`src/rtl/stream_rr_arbiter.sv`:
```
// stream_rr_arbiter: N-input round-robin stream arbiter with packet locking.
// A packet (beats up to and including i_last) from one requester is never
// interleaved with other requesters. The output is a single register stage.
//
// state    | meaning
// ---------+-------------------------------------------------------------
// UNLOCKED | between packets; round-robin grant starting at ptr
// LOCKED   | mid-packet; only the owner may be accepted, gaps stall
module stream_rr_arbiter #(
  parameter int DW = 8,
  parameter int N  = 4
) (
  input  logic            clk,
  input  logic            areset,
  input  logic [N-1:0]    i_valid,
  input  logic [N-1:0]    i_last,
  input  logic [N*DW-1:0] i_data,
  output logic [N-1:0]    i_ready,
  output logic            o_valid,
  input  logic            o_ready,
  output logic [DW-1:0]   o_data,
  output logic            o_last,
  output logic [N-1:0]    o_sel
);

  localparam int PW = (N > 1) ? $clog2(N) : 1;

  localparam logic [0:0] UNLOCKED = 1'b0;
  localparam logic [0:0] LOCKED   = 1'b1;

  logic [0:0]    state;
  logic [N-1:0]  owner;
  logic [PW-1:0] ptr;
  logic [PW-1:0] ptr_nxt;
  logic [N-1:0]  grant;
  logic [N-1:0]  acc_vec;
  logic          found;
  logic          load_en;
  logic          accept;
  logic          acc_last;
  logic [DW-1:0] acc_data;

  // Output register can take a new beat when empty or draining this cycle.
  assign load_en = !o_valid || o_ready;

  // Round-robin pick: first valid at or above ptr, else first valid below ptr.
  always_comb begin
    grant = '0;
    found = 1'b0;
    for (int j = 0; j < N; j++) begin
      if (!found && i_valid[j] && (j >= int'(ptr))) begin
        grant[j] = 1'b1;
        found    = 1'b1;
      end
    end
    for (int j = 0; j < N; j++) begin
      if (!found && i_valid[j] && (j < int'(ptr))) begin
        grant[j] = 1'b1;
        found    = 1'b1;
      end
    end
  end

  // A locked owner keeps ready even while its valid is low, so others stall.
  assign i_ready  = ((state == LOCKED) ? owner : grant) & {N{load_en}};
  assign acc_vec  = i_valid & i_ready;
  assign accept   = |acc_vec;
  assign acc_last = |(acc_vec & i_last);

  // Mux the accepted beat and work out the pointer that follows its owner.
  always_comb begin
    acc_data = '0;
    ptr_nxt  = ptr;
    for (int j = 0; j < N; j++) begin
      if (acc_vec[j]) begin
        acc_data = i_data[j*DW +: DW];
        ptr_nxt  = (j == N - 1) ? '0 : PW'(j + 1);
      end
    end
  end

  // Lock tracking and round-robin pointer; both advance only on acceptance.
  always_ff @(posedge clk or posedge areset) begin
    if (areset) begin
      state <= UNLOCKED;
      owner <= '0;
      ptr   <= '0;
    end else if (accept) begin
      if (state == UNLOCKED && !acc_last) begin
        state <= LOCKED;
        owner <= acc_vec;
      end else if (state == LOCKED && acc_last) begin
        state <= UNLOCKED;
        owner <= '0;
      end
      if (acc_last) begin
        ptr <= ptr_nxt;
      end
    end
  end

  // Output stage: load on acceptance, empty when free and idle, else hold.
  always_ff @(posedge clk or posedge areset) begin
    if (areset) begin
      o_valid <= 1'b0;
      o_data  <= '0;
      o_last  <= 1'b0;
      o_sel   <= '0;
    end else if (load_en) begin
      if (accept) begin
        o_valid <= 1'b1;
        o_data  <= acc_data;
        o_last  <= acc_last;
        o_sel   <= acc_vec;
      end else begin
        o_valid <= 1'b0;
        o_sel   <= '0;
      end
    end
  end

endmodule

```
`config.mk`:
```
export PLATFORM = sky130hd
export DESIGN_NAME = stream_rr_arbiter
export DESIGN_NICKNAME = d
export VERILOG_FILES = /design/src/rtl/stream_rr_arbiter.sv
export SDC_FILE = /design/constraint.sdc
export NUM_CORES = 1
export LEC_CHECK = 0
export CAP_MARGIN = 20
export CORE_AREA = 2 2 72 74
export CTS_BUF_LIST = sky130_fd_sc_hd__clkbuf_8
export DETAILED_ROUTE_END_ITERATION = 10
export DIE_AREA = 0 0 74 76
export GPL_TIMING_DRIVEN = 0
export HOLD_SLACK_MARGIN = 0.15
export PLACE_DENSITY = 0.71
export SLEW_MARGIN = 20
export SYNTH_ARGS = -nofsm -noshare
export SYNTH_HDL_FRONTEND = slang
export SYNTH_SLANG_ARGS = --single-unit
```
`constraint.sdc`:
```
create_clock -name clk -period 8.83 [get_ports clk]
set_clock_uncertainty 0.15 [all_clocks]
set_input_delay 1.766 -clock clk [delete_from_list [all_inputs] [get_ports clk]]
set_output_delay 1.766 -clock clk [all_outputs]
set_load 0.05 [all_outputs]
```
# Word level (Yosys, flattened, before mapping)

Cells that the tools add are included.

Register bits after elaboration: 21
Bits of input ports: 43
Output and inout bits: 18
Word-level logic and storage cells: 74

$lt $le $gt $ge: 6
Mux-type cells: 27
Bitwise operators: 4
Reduce and logical (&&, ||, !) cells: 30

Operators by type and width:

| kind                                                             | number |
|---|---|
| two-way mux 8 bit                                                | 4 |
| two-way mux 4 bit                                                | 4 |
| two-way mux 1 bit                                                | 15 |
| logical AND 1 bit                                                | 14 |
| bitwise AND 4 bit                                                | 3 |
| zero test 1 bit                                                  | 8 |
| two-way mux 2 bit                                                | 4 |
| OR reduction 4 bit                                               | 2 |
| greater-or-equal comparator 1 x 2 -> 1 bit, first input constant | 2 |
| < comparator 1 x 2 -> 1 bit, first input constant                | 2 |
| AND reduction 2 bit                                              | 2 |
| nonzero test 4 bit                                               | 1 |
| AND reduction 3 bit                                              | 1 |
| greater-or-equal comparator 2 bit, first input constant          | 1 |
| < comparator 2 bit, first input constant                         | 1 |
| nonzero test 2 bit                                               | 1 |
| logical OR 1 bit                                                 | 1 |
| inverter 1 bit                                                   | 1 |

# Depth between registers and ports, before layout

Gate-level depths: netlist (run 1).

Depth in word-level cells: 35
Gate-level depth with buffers: 10

# Worst setup path after synthesis (run 1)

Ideal clock, no wire load.

Path kind: in2out
Start point: input port i_valid[2]
End point: output port i_ready[0]
Arrival time: 3098 ps
Data required time: 6914 ps
Slack: 3816 ps
Stages on the path: 5
Buffers on the path: 1
Cell sequence: clkbuf_2 -> nor3_1 -> a221o_1 -> nand3_1 -> a21oi_1

Cells in the longest elaborated chain, start to end: 12

RTL lines:

| what                               | line | text |
|---|---|---|
| start, declared                    | 15   | `input logic [N-1:0] i_valid,` |
| logical AND 1 bit (*) (2 in a row) | 51   | `if (!found && i_valid[j] && (j >= int'(ptr))) begin` |
| two-way mux 1 bit (*)              | 51   |  |
| zero test 1 bit                    | 51   |  |
| logical AND 1 bit                  | 51   |  |
| two-way mux 1 bit (*)              | 51   |  |
| zero test 1 bit (*)                | 57   | `if (!found && i_valid[j] && (j < int'(ptr))) begin` |
| logical AND 1 bit (*) (2 in a row) | 57   |  |
| two-way mux 1 bit (*)              | 57   |  |
| two-way mux 4 bit (*)              | 65   | `assign i_ready = ((state == LOCKED) ? owner : grant) & {N{load_en}};` |
| bitwise AND 4 bit (*)              | 65   |  |
| end, declared                      | 18   | `output logic [N-1:0] i_ready,` |

Mark *: on every way between the ends. The rest lies on a longest branch, timed or not.

# Worst setup path in the final report (run 1)

Start point: input port i_valid[1]
End point: output port i_ready[2]

Cells in the longest elaborated chain, start to end: 24

RTL lines:

| what                           | line |
|---|---|
| logical AND 1 bit (2 in a row) | 51 |
| two-way mux 1 bit              | 51 |
| zero test 1 bit                | 51 |
| logical AND 1 bit (2 in a row) | 51 |
| two-way mux 1 bit              | 51 |
| zero test 1 bit                | 51 |
| logical AND 1 bit              | 51 |
| two-way mux 1 bit              | 51 |
| [... 4 more ...]               | - |
| zero test 1 bit                | 57 |
| logical AND 1 bit (2 in a row) | 57 |
| two-way mux 1 bit              | 57 |
| zero test 1 bit                | 57 |
| logical AND 1 bit (2 in a row) | 57 |
| two-way mux 1 bit (*)          | 57 |
| two-way mux 4 bit (*)          | 65 |
| bitwise AND 4 bit (*)          | 65 |

Marks and branches as above.

==> results of run 1 <==
==> final timing paths <==
path / end / startpoint / slack [ps] / cells past startpoint
max: i_ready[2] / i_valid[1] / 3110 / 6
min: o_sel[1] / o_sel[1] / 330 / 2
max reg2reg: state / state / 5590 / 9
min reg2reg: o_sel[1] / o_sel[1] / 330 / 2
max in group asynchronous: ptr[1] / areset / 6210 / 2
min in group asynchronous: o_data[1] / areset / 1800 / 2
==> synth_stat cells, types with 3 or more instances <==
library cell / number / area (um^2)
nand2b_1: 8 / 50.1
nor2_1: 10 / 37.5
a221oi_1: 8 / 70.1
o311ai_0: 8 / 70.1
clkbuf_1: 5 / 18.8
nor2b_1: 5 / 31.3
a221o_1: 3 / 30.0
o2111ai_1: 3 / 26.3
nand2_1: 17 / 63.8
buf_2: 4 / 20.0
a21oi_1: 19 / 95.1
dfrtp_1: 21 / 526
inv_1: 13 / 48.8
nand3b_1: 8 / 60.1
mux2_2: 3 / 33.8
a22o_1: 5 / 43.8
==> critical path: stages <==
cell and delay, ps:
clkdlybuf4s50_1 530, nor3_1 230, a221o_1 200, nand3_1 90, a21oi_1 160, clkdlybuf4s50_1 820
==> area by class of cell <==
class                      count  area (um^2)
inverter                      13         48.8
tap                           70         87.6
buffer                        11         47.5
sequential                    21          526
clock inverter                 1         7.51
timing repair buffer          58          581
multi-input combinational    118          793
fill                         487         2780
clock buffer                   3         41.3
==> per-layer routing <==
layer  vias to the layer above  GRT usage, %  wire length [um]
met5                         -             0                 0
met4                         0          3.27                29
met3                         4          3.97               378
met2                        68          24.8              1980
met1                       698          22.4              1970
li1                        738             -                 -
==> kinds of logic after synthesis <==
kind of cell	after synthesis
AO/OA/AOI/OAI	57
AND/OR/NAND/NOR	56
buffers and inverters	24
flip-flops	21
multiplexers	3
adder cells (fa/ha/maj)	2
==> where the power goes <==
part,internal (mW),switching [mW]
Combinational,0.197,0.322
Clock,0.0319,0.0349
Sequential,0.143,0.0339
==> state kept, by name, indices dropped and copies added, names as in the netlist <==
signal	cells
state	1
o_sel	4
owner	4
o_data	8
ptr	2
o_valid	1
o_last	1
==> metrics by stage <==
step	instance area (um^2)	util, %
2_1_floorplan	1420	-
3_3_place_gp	2080	42.4
3_5_place_dp	2080	42.4
4_1_cts	2130	43.4
5_1_grt	2130	43.4
6_report	2130	43.4
==> out/summary.txt, run 1 <==
WP data required -> 6910 ps
initial DRC count -> 78
dpl cells -> 291
initial antenna violation count -> 0
antenna viol nets, final -> 0
wirelength, routed -> 4.36 mm
average wire per standard cell -> 14.8 um
VDD IR max -> 0.000120 V
Fin. Hold Viols -> 0
Netlist cell types -> 33
most frequent cells in the layout -> 58 x clkdlybuf4s50_1, 21 x dfrtp_1, 19 x a21oi_1, 17 x nand2_1, 13 x inv_1
Via Count -> 1508
PortBufs -> 58
CP Class -> in2out
fraction of layout cells with a size suffix above 1 -> 6.67%
xor/xnor share of the synthesized area -> 0%
Tot Pwr -> 0.763 mW
crit path launch type -> input port
Die X -> 74 um
Sink Count -> 21
clock latency on the worst-skew pair -> 270 ps
Area growth syn-to-layout -> 50.7%
Slew @ Worst Pin -> 992 ps
synthesized cell area -> 1420 um^2
Initial Util -> 28.8%
Max Freq -> 175 MHz
Hold WC Path Type -> reg2reg
crit path time final -> 5720 ps
Cell Pwr Density -> 358 nW/um^2
Ys Warns -> 0
Die H -> 76 um
Post-synth ARST share -> 100%
number of synthesized flops with an enable pin -> 0
period utilization -> 64.7%
commonest non-fill, non-tap cell in the layout -> clkdlybuf4s50_1
Post-CTS Setup Bufs -> 0
Post-Layout Cell Count -> 295
RSZ-0062 raised after global routing -> no
largest net degree at the start of global routing -> 22
outcome -> finished clean
Final #Nets -> 271
die area -> 5620 um^2
Post-route DRC -> 0
Max-slew headroom -> 33.3%
H-tree depth -> 1
CORE AREA -> 4910 um^2
setup TNS -> 0 ps
Post-CTS Hold Buffers -> 0
Initial DRT Pass Iterations -> 4
post-synthesis compound-gate area fraction -> 30.9%
syn_area_per_cell -> 8.68 um^2
GRT overflow -> 0
Setup WS post-layout -> 3110 ps
Top Ports -> 61
final count of negative-setup-slack endpoints -> 0
Synth Flop Type -> dfrtp_1
Total GRT Usage -> 16.0%
DPL Wire Length -> 3.25 mm
# rows -> 26
antenna cells -> 0
Synth Area in Simple Gates -> 21.0%
root buf cell -> clkbuf_8
static leakage -> 0.871 nW
Synth Area in Adders -> 1.77%
Synth Register Bits -> 21
Mapped Nets -> 208
critical path peak fanout -> 7
Place WS -> 3120 ps
largest family of logic cells by synthesized area -> compound AO/OA/AOI/OAI gates
Pins Over Slew Limit -> 0
post-CTS sizing -> 0
Clk pin slew, worst setup/hold paths -> 80 ps
multiplexer area fraction after synthesis -> 2.39%
global-route wire length before repair -> 7.11 mm
max-cap violation count -> 0
Seq/Total Area, Yosys -> 37.1%
Via-to-Cell Ratio -> 5.11
CTS Buf Count -> 3
GP Congestion -> 0.879
Mapped Cells -> 163
vias in the first global route -> 1494
CTS tree -> built
Max Buffers Root-to-Sink -> 2
CP endpoint kind -> primary output
Worst EP arrival -> 3800 ps
Fin Hold WS -> 333 ps
Power figures use the tool's default switching activity.
==> run 2: changes to the inputs <==
clock period = 5.8 ns   (was 8.83 ns; I/O delays follow)
==> results of run 2 <==
The final DEF is identical to that of run 1. Status: finished clean.
Main changes from that run: setup slack after placement 3120 ps -> 1300 ps; setup slack after layout 3110 ps -> 1300 ps; register-to-register setup slack 5590 ps -> 2560 ps; total power 0.763 mW -> 1.16 mW; worst IR drop on VDD 0.000120 V -> 0.000183 V
==> run 3: changes to the inputs <==
PLACE_DENSITY = 0.73   (was 0.71)
clock period = 4 ns   (was 5.8 ns; I/O delays follow)
==> out/summary.txt, run 3 (synthesis gave the netlist of run 1 again) <==
final count of negative-setup-slack endpoints -> 0 (unchanged)
H-tree depth -> 1 (unchanged)
dpl cells -> 291 (unchanged)
Total GRT Usage -> 16.1% (was 16.0%)
Pins Over Slew Limit -> 0 (unchanged)
vias in the first global route -> 1487 (was 1494)
Fin Hold WS -> 350 ps (was 333 ps)
Area growth syn-to-layout -> 50.5% (was 50.7%)
DPL Wire Length -> 3.34 mm (was 3.25 mm)
Slew @ Worst Pin -> 995 ps (was 992 ps)
Via Count -> 1541 (was 1508)
Largest regs -> o_data: 8 flops, o_sel: 4 flops, owner: 4 flops (unchanged)
max FFs per register -> 8 (unchanged)
Fin. Hold Viols -> 0 (unchanged)
Layout fillers -> 493 (was 487)
Post-Layout Cell Count -> 295 (unchanged)
CP endpoint kind -> primary output (unchanged)
CORE AREA -> 4910 um^2 (unchanged)
Post-CTS Setup Bufs -> 0 (unchanged)
worst-case reg-to-reg path depth -> 9 (unchanged)
Initial Util -> 28.8% (unchanged)
Via-to-Cell Ratio -> 5.22 (was 5.11)
crit path time final -> 3770 ps
top routing layer used -> met4 (unchanged)
CP Class -> in2out (unchanged)
antenna viol nets, final -> 0 (unchanged)
wirelength, routed -> 4.40 mm (was 4.36 mm)
outcome -> finished clean (unchanged)
CTS tree -> built (unchanged)
Final #Nets -> 271 (unchanged)
average wire per standard cell -> 14.9 um (was 14.8 um)
Max Buffers Root-to-Sink -> 2 (unchanged)
antenna cells -> 0 (unchanged)
Max-slew headroom -> 33.1% (was 33.3%)
fraction of layout cells with a size suffix above 1 -> 6.67% (unchanged)
clock latency on the worst-skew pair -> 270 ps (about the same)
Post-route DRC -> 0 (unchanged)
max-cap violation count -> 0 (unchanged)
Worst EP arrival -> 2820 ps (was 3190 ps)
Multi-input gate area -> 793 um^2 (unchanged)
Biggest register -> o_data (unchanged)
met3 WL -> 298 um (was 378 um)
area post-placement -> 2080 um^2 (unchanged)
CTS Buf Count -> 3 (unchanged)
Max Freq -> 265 MHz
Cell Pwr Density -> 787 nW/um^2 (was 545 nW/um^2)
Post-CTS Hold Buffers -> 0 (unchanged)
critical path peak fanout -> 7 (unchanged)
Setup WS post-layout -> 225 ps (was 1300 ps)
Tot Pwr -> 1.68 mW (was 1.16 mW)
Top Ports -> 61 (unchanged)
Die X -> 74 um (unchanged)
Hold WC Path Type -> reg2reg (unchanged)
GP Congestion -> 0.808 (was 0.879)
RSZ-0062 raised after global routing -> no (unchanged)
WP data required -> 3050 ps (was 4490 ps)
die area -> 5620 um^2 (unchanged)
Clk pin slew, worst setup/hold paths -> 70 ps (was 80 ps)
root buf cell -> clkbuf_8 (unchanged)
initial DRC count -> 93 (was 78)
Initial DRT Pass Iterations -> 4 (unchanged)
commonest non-fill, non-tap cell in the layout -> clkdlybuf4s50_1 (unchanged)
Place WS -> -25.6 ps (was 1300 ps)
static leakage -> 0.875 nW (was 0.871 nW)
PortBufs -> 58 (unchanged)
Die H -> 76 um (unchanged)
met2 routed WL -> 2.22 mm (was 1.98 mm)
initial antenna violation count -> 0 (unchanged)
GRT overflow -> 0 (unchanged)
period utilization -> 94.4%
# rows -> 26 (unchanged)
Sink Count -> 21 (unchanged)
largest net degree at the start of global routing -> 22 (unchanged)
hold path depth -> 2 (unchanged)
Design Area, Final -> 2130 um^2 (about the same)
Metal-1 WL -> 1.83 mm (was 1.97 mm)
most frequent cells in the layout -> 58 x clkdlybuf4s50_1, 21 x dfrtp_1, 19 x a21oi_1, 17 x nand2_1, 13 x inv_1 (unchanged)
VDD IR max -> 0.000431 V (was 0.000183 V)
Reg area -> 526 um^2 (unchanged)
post-CTS sizing -> 0 (unchanged)
global-route wire length before repair -> 7.18 mm (was 7.11 mm)
crit path launch type -> input port (unchanged)
==> run 3: cell types whose count changed in the layout (fill, tap and decap cells not counted), sizes merged <==
cell / delta
clkinv: +1
clkinvlp: -1
==> run 3: layout make-up <==
type                    instances  area share [%]
repair buffers                 58            27.3
plain buffers                  11            2.23
clock buffers                   3            1.94
clock inverters                 1           0.235
well taps                      70            4.11
flip-flops and latches         21            24.7
multi-input cells             118            37.3
inverters                      13            2.29
==> run 3: report_power, final <==
group          switching (mW)  total (mW)  internal, mW
clock                  0.0711       0.141        0.0695
sequential             0.0825       0.399         0.317
combinational           0.702        1.14         0.434
total                   0.856        1.68         0.820
==> run 3: through the flow <==
| stage | utilization (%) | setup TNS, ps |
|---|---|---|
| floorplan | - | 0 |
| global placement | 42.4 | -2.06 |
| detailed placement | 42.4 | -25.6 |
| CTS | 43.4 | 0 |
| global route | 43.4 | 0 |
| finish | 43.4 | 0 |
==> run 3: final timing paths <==
check,from,to,slack (ps)
max,i_valid[3],i_ready[2],230
min,o_sel[1],o_sel[1],350
max reg2reg,state,state,740
min reg2reg,o_sel[1],o_sel[1],350
max in group asynchronous,areset,state,2350
min in group asynchronous,areset,o_data[1],840
==> run 3: worst max-delay path, cell delays in order <==
cell             delay (ps)
clkdlybuf4s50_1         540
nor3_1                  220
a221o_1                 180
nand3_1                 100
a21oi_1                 170
clkdlybuf4s50_1         820
==> run 3: routing by layer <==
layer | up-vias | global-route usage [%]
met1 | 741 | 21.3
met2 | 58 | 26.8
met5 | - | 0
met4 | 0 | 3.45
li1 | 735 | -
met3 | 7 | 3.31
==> patch, RTL diff (config.mk and constraints of run 2) <==
Set the parameter `DW` to 6 (it was 8).
--- a/src/rtl/stream_rr_arbiter.sv
+++ b/src/rtl/stream_rr_arbiter.sv
@@ -7,7 +7,7 @@
 // UNLOCKED | between packets; round-robin grant starting at ptr
 // LOCKED   | mid-packet; only the owner may be accepted, gaps stall
 module stream_rr_arbiter #(
-  parameter int DW = 8,
+  parameter int DW = 6,
   parameter int N  = 4
 ) (
   input  logic            clk,
Ports: changed (resized i_data and o_data); port bits go from 61 to 51. No check against the original RTL was run, so the function may have changed too.
==> patch against run 2 <==
- synthesized area is 11% lower
- register-to-register slack better by 0.16 ns
- critical endpoint is now i_ready[0]
- fmax is 2.0% lower
- first-iteration DRC count is 14% lower
- power is 12% lower
- sequential cell count is 2 lower
- wire length is 23% lower
- synthesized cell count is 18% lower
- worst hold slack worse by 0.0060 ns
- worst setup slack worse by 0.092 ns
- final area is 11% lower
- clock power is 11% lower
==> patch: results <==
group,metric,value,unit
yosys,syn_area_per_cell,9.356,µm²
worst_setup_path,rr_worst_depth,11,
placement,dp.cells,254,
clock_tree,clock_path_buffers,2,
clock_tree,numCtsBuffers,3,
hold_path,min_path_type,"reg2reg",
worst_setup_path,max_stage_delay,0.82,ns
finish,fin_nets,226,
drt,wl_met3,255,µm
global_route,grt_max_degree,20,
power_and_ir_drop,vdd_ir_drop_max,227.0,µV
drt,routed_wl,3373,µm
clock_tree,ctsResizeCount,0,
hold_path,min_path_cells,2,
drt,via_per_inst,4.578,
power_and_ir_drop,p_sw,0.4986,mW
clock_tree,cts_max_level,1,
placement,port_buffers,50,
finish,drive_gt1_share,9.574,%
drt,first_pass_iters,4,
worst_setup_path,path_delay_family,"buffers and inverters",
yosys,synth_cell_types,43,
yosys,synth_area_leaders,"dfrtp_1 38%, a21o_1 6.0%, nand2_1 4.5%, nor2b_1 4.0%, a21oi_1 3.2%",
yosys,yosys_warnings,0,
drt,wl_met2,1603,µm
yosys,syn_nets,171,
drt,drt-initial-drc-count,67,
clock_tree,root_buffer,"clkbuf_8",
global_route,grt_pass1_vias,1217,
global_route,grtUsageMet1,17.07,%
global_route,grt_use_total,12.46,%
worst_setup_path,cp_num_buf_inv,2,
finish,stdcell_count,258,
finish,reg_top3,"o_data x6, o_sel x4, owner x4",
placement,placed_cell_area,1842,µm²
global_route,grt.met2_usage,19.29,%
placement,gp_congestion,0.8397,
drt,drt-met1-wl,1489,µm
run_status,status,"completed",
worst_setup_path,slowest_stage,"clkdlybuf4s50_1",
drt,top_layer_used,"met4",
power_and_ir_drop,p_leak,0.8471,nW
clock_tree,clk_pin_slew,0.07,ns
placement,hpwl,2593,µm
yosys,async_reset_ff_share,100.0,%
global_route,grt_first_pass_wirelength,5589,µm
placement,dp_slack,1.211,ns
clock_tree,insertion_delay,0.25,ns
global_route,grt_antenna_before_repair,0,
clock_tree,post_cts_buffers,0,
sta,slew_headroom,51.64,%
yosys,yosys-top-cells-count,"19 x dfrtp_1, 15 x nand2_1, 10 x a21o_1",
yosys,seq_area_frac_synth,37.92,%
global_route,use_met3,2.778,%
worst_setup_path,cp_max_fo,8,
-- patch: changes by cell type after synthesis, moves of 5 or more --
| cell | delta |
|---|---|
| a21o_1 | +9 |
| o311ai_0 | -8 |
| inv_1 | -6 |
| nor2_1 | -7 |
| a221oi_1 | -6 |
| and3_1 | +5 |
| a211oi_1 | +5 |
| o21ai_0 | +5 |
| nand3b_1 | -8 |
| a21oi_1 | -11 |
-- patch: power groups by stage --
stage | registers [mW] | logic, mW | clock network (mW)
after floorplan | 0.376 | 0.354 | 0
after global placement | 0.240 | 0.687 | 0
after detailed placement | 0.241 | 0.696 | 0
after CTS | 0.239 | 0.698 | 0.0924
after global routing | 0.246 | 0.753 | 0.100
final | 0.239 | 0.691 | 0.0904
-- patch: kinds of logic after synthesis --
kind of cell / synth area share [%]
compound gates: 30.04
fa+ha+maj: 1.996
simple gates: 21.46
flops: 37.92
mux: 2.894
buf+inv: 5.688
-- patch: cell type report --
| class | count | area [µm²] |
|---|---|---|
| flip-flops and latches | 19 | 475.5 |
| clock inverters | 1 | 5.005 |
| clock buffers | 3 | 41.29 |
| plain buffers | 8 | 41.29 |
| multi-input cells | 99 | 706.9 |
| well taps | 70 | 87.58 |
| inverters | 8 | 30.03 |
| repair buffers | 50 | 500.5 |
| fillers | 503 | 3024 |
-- patch: path summary, 6_finish.rpt --
kind | startpoint | to | slack [ns]
worst max-delay path | i_valid[2] | i_ready[0] | 1.20
worst min-delay path | o_sel[2] | o_sel[2] | 0.33
worst max register to register | ptr[0] | state | 2.72
worst min register to register | o_sel[2] | o_sel[2] | 0.33
max in group asynchronous | areset | o_data[2] | 3.86
min in group asynchronous | areset | o_valid | 1.18
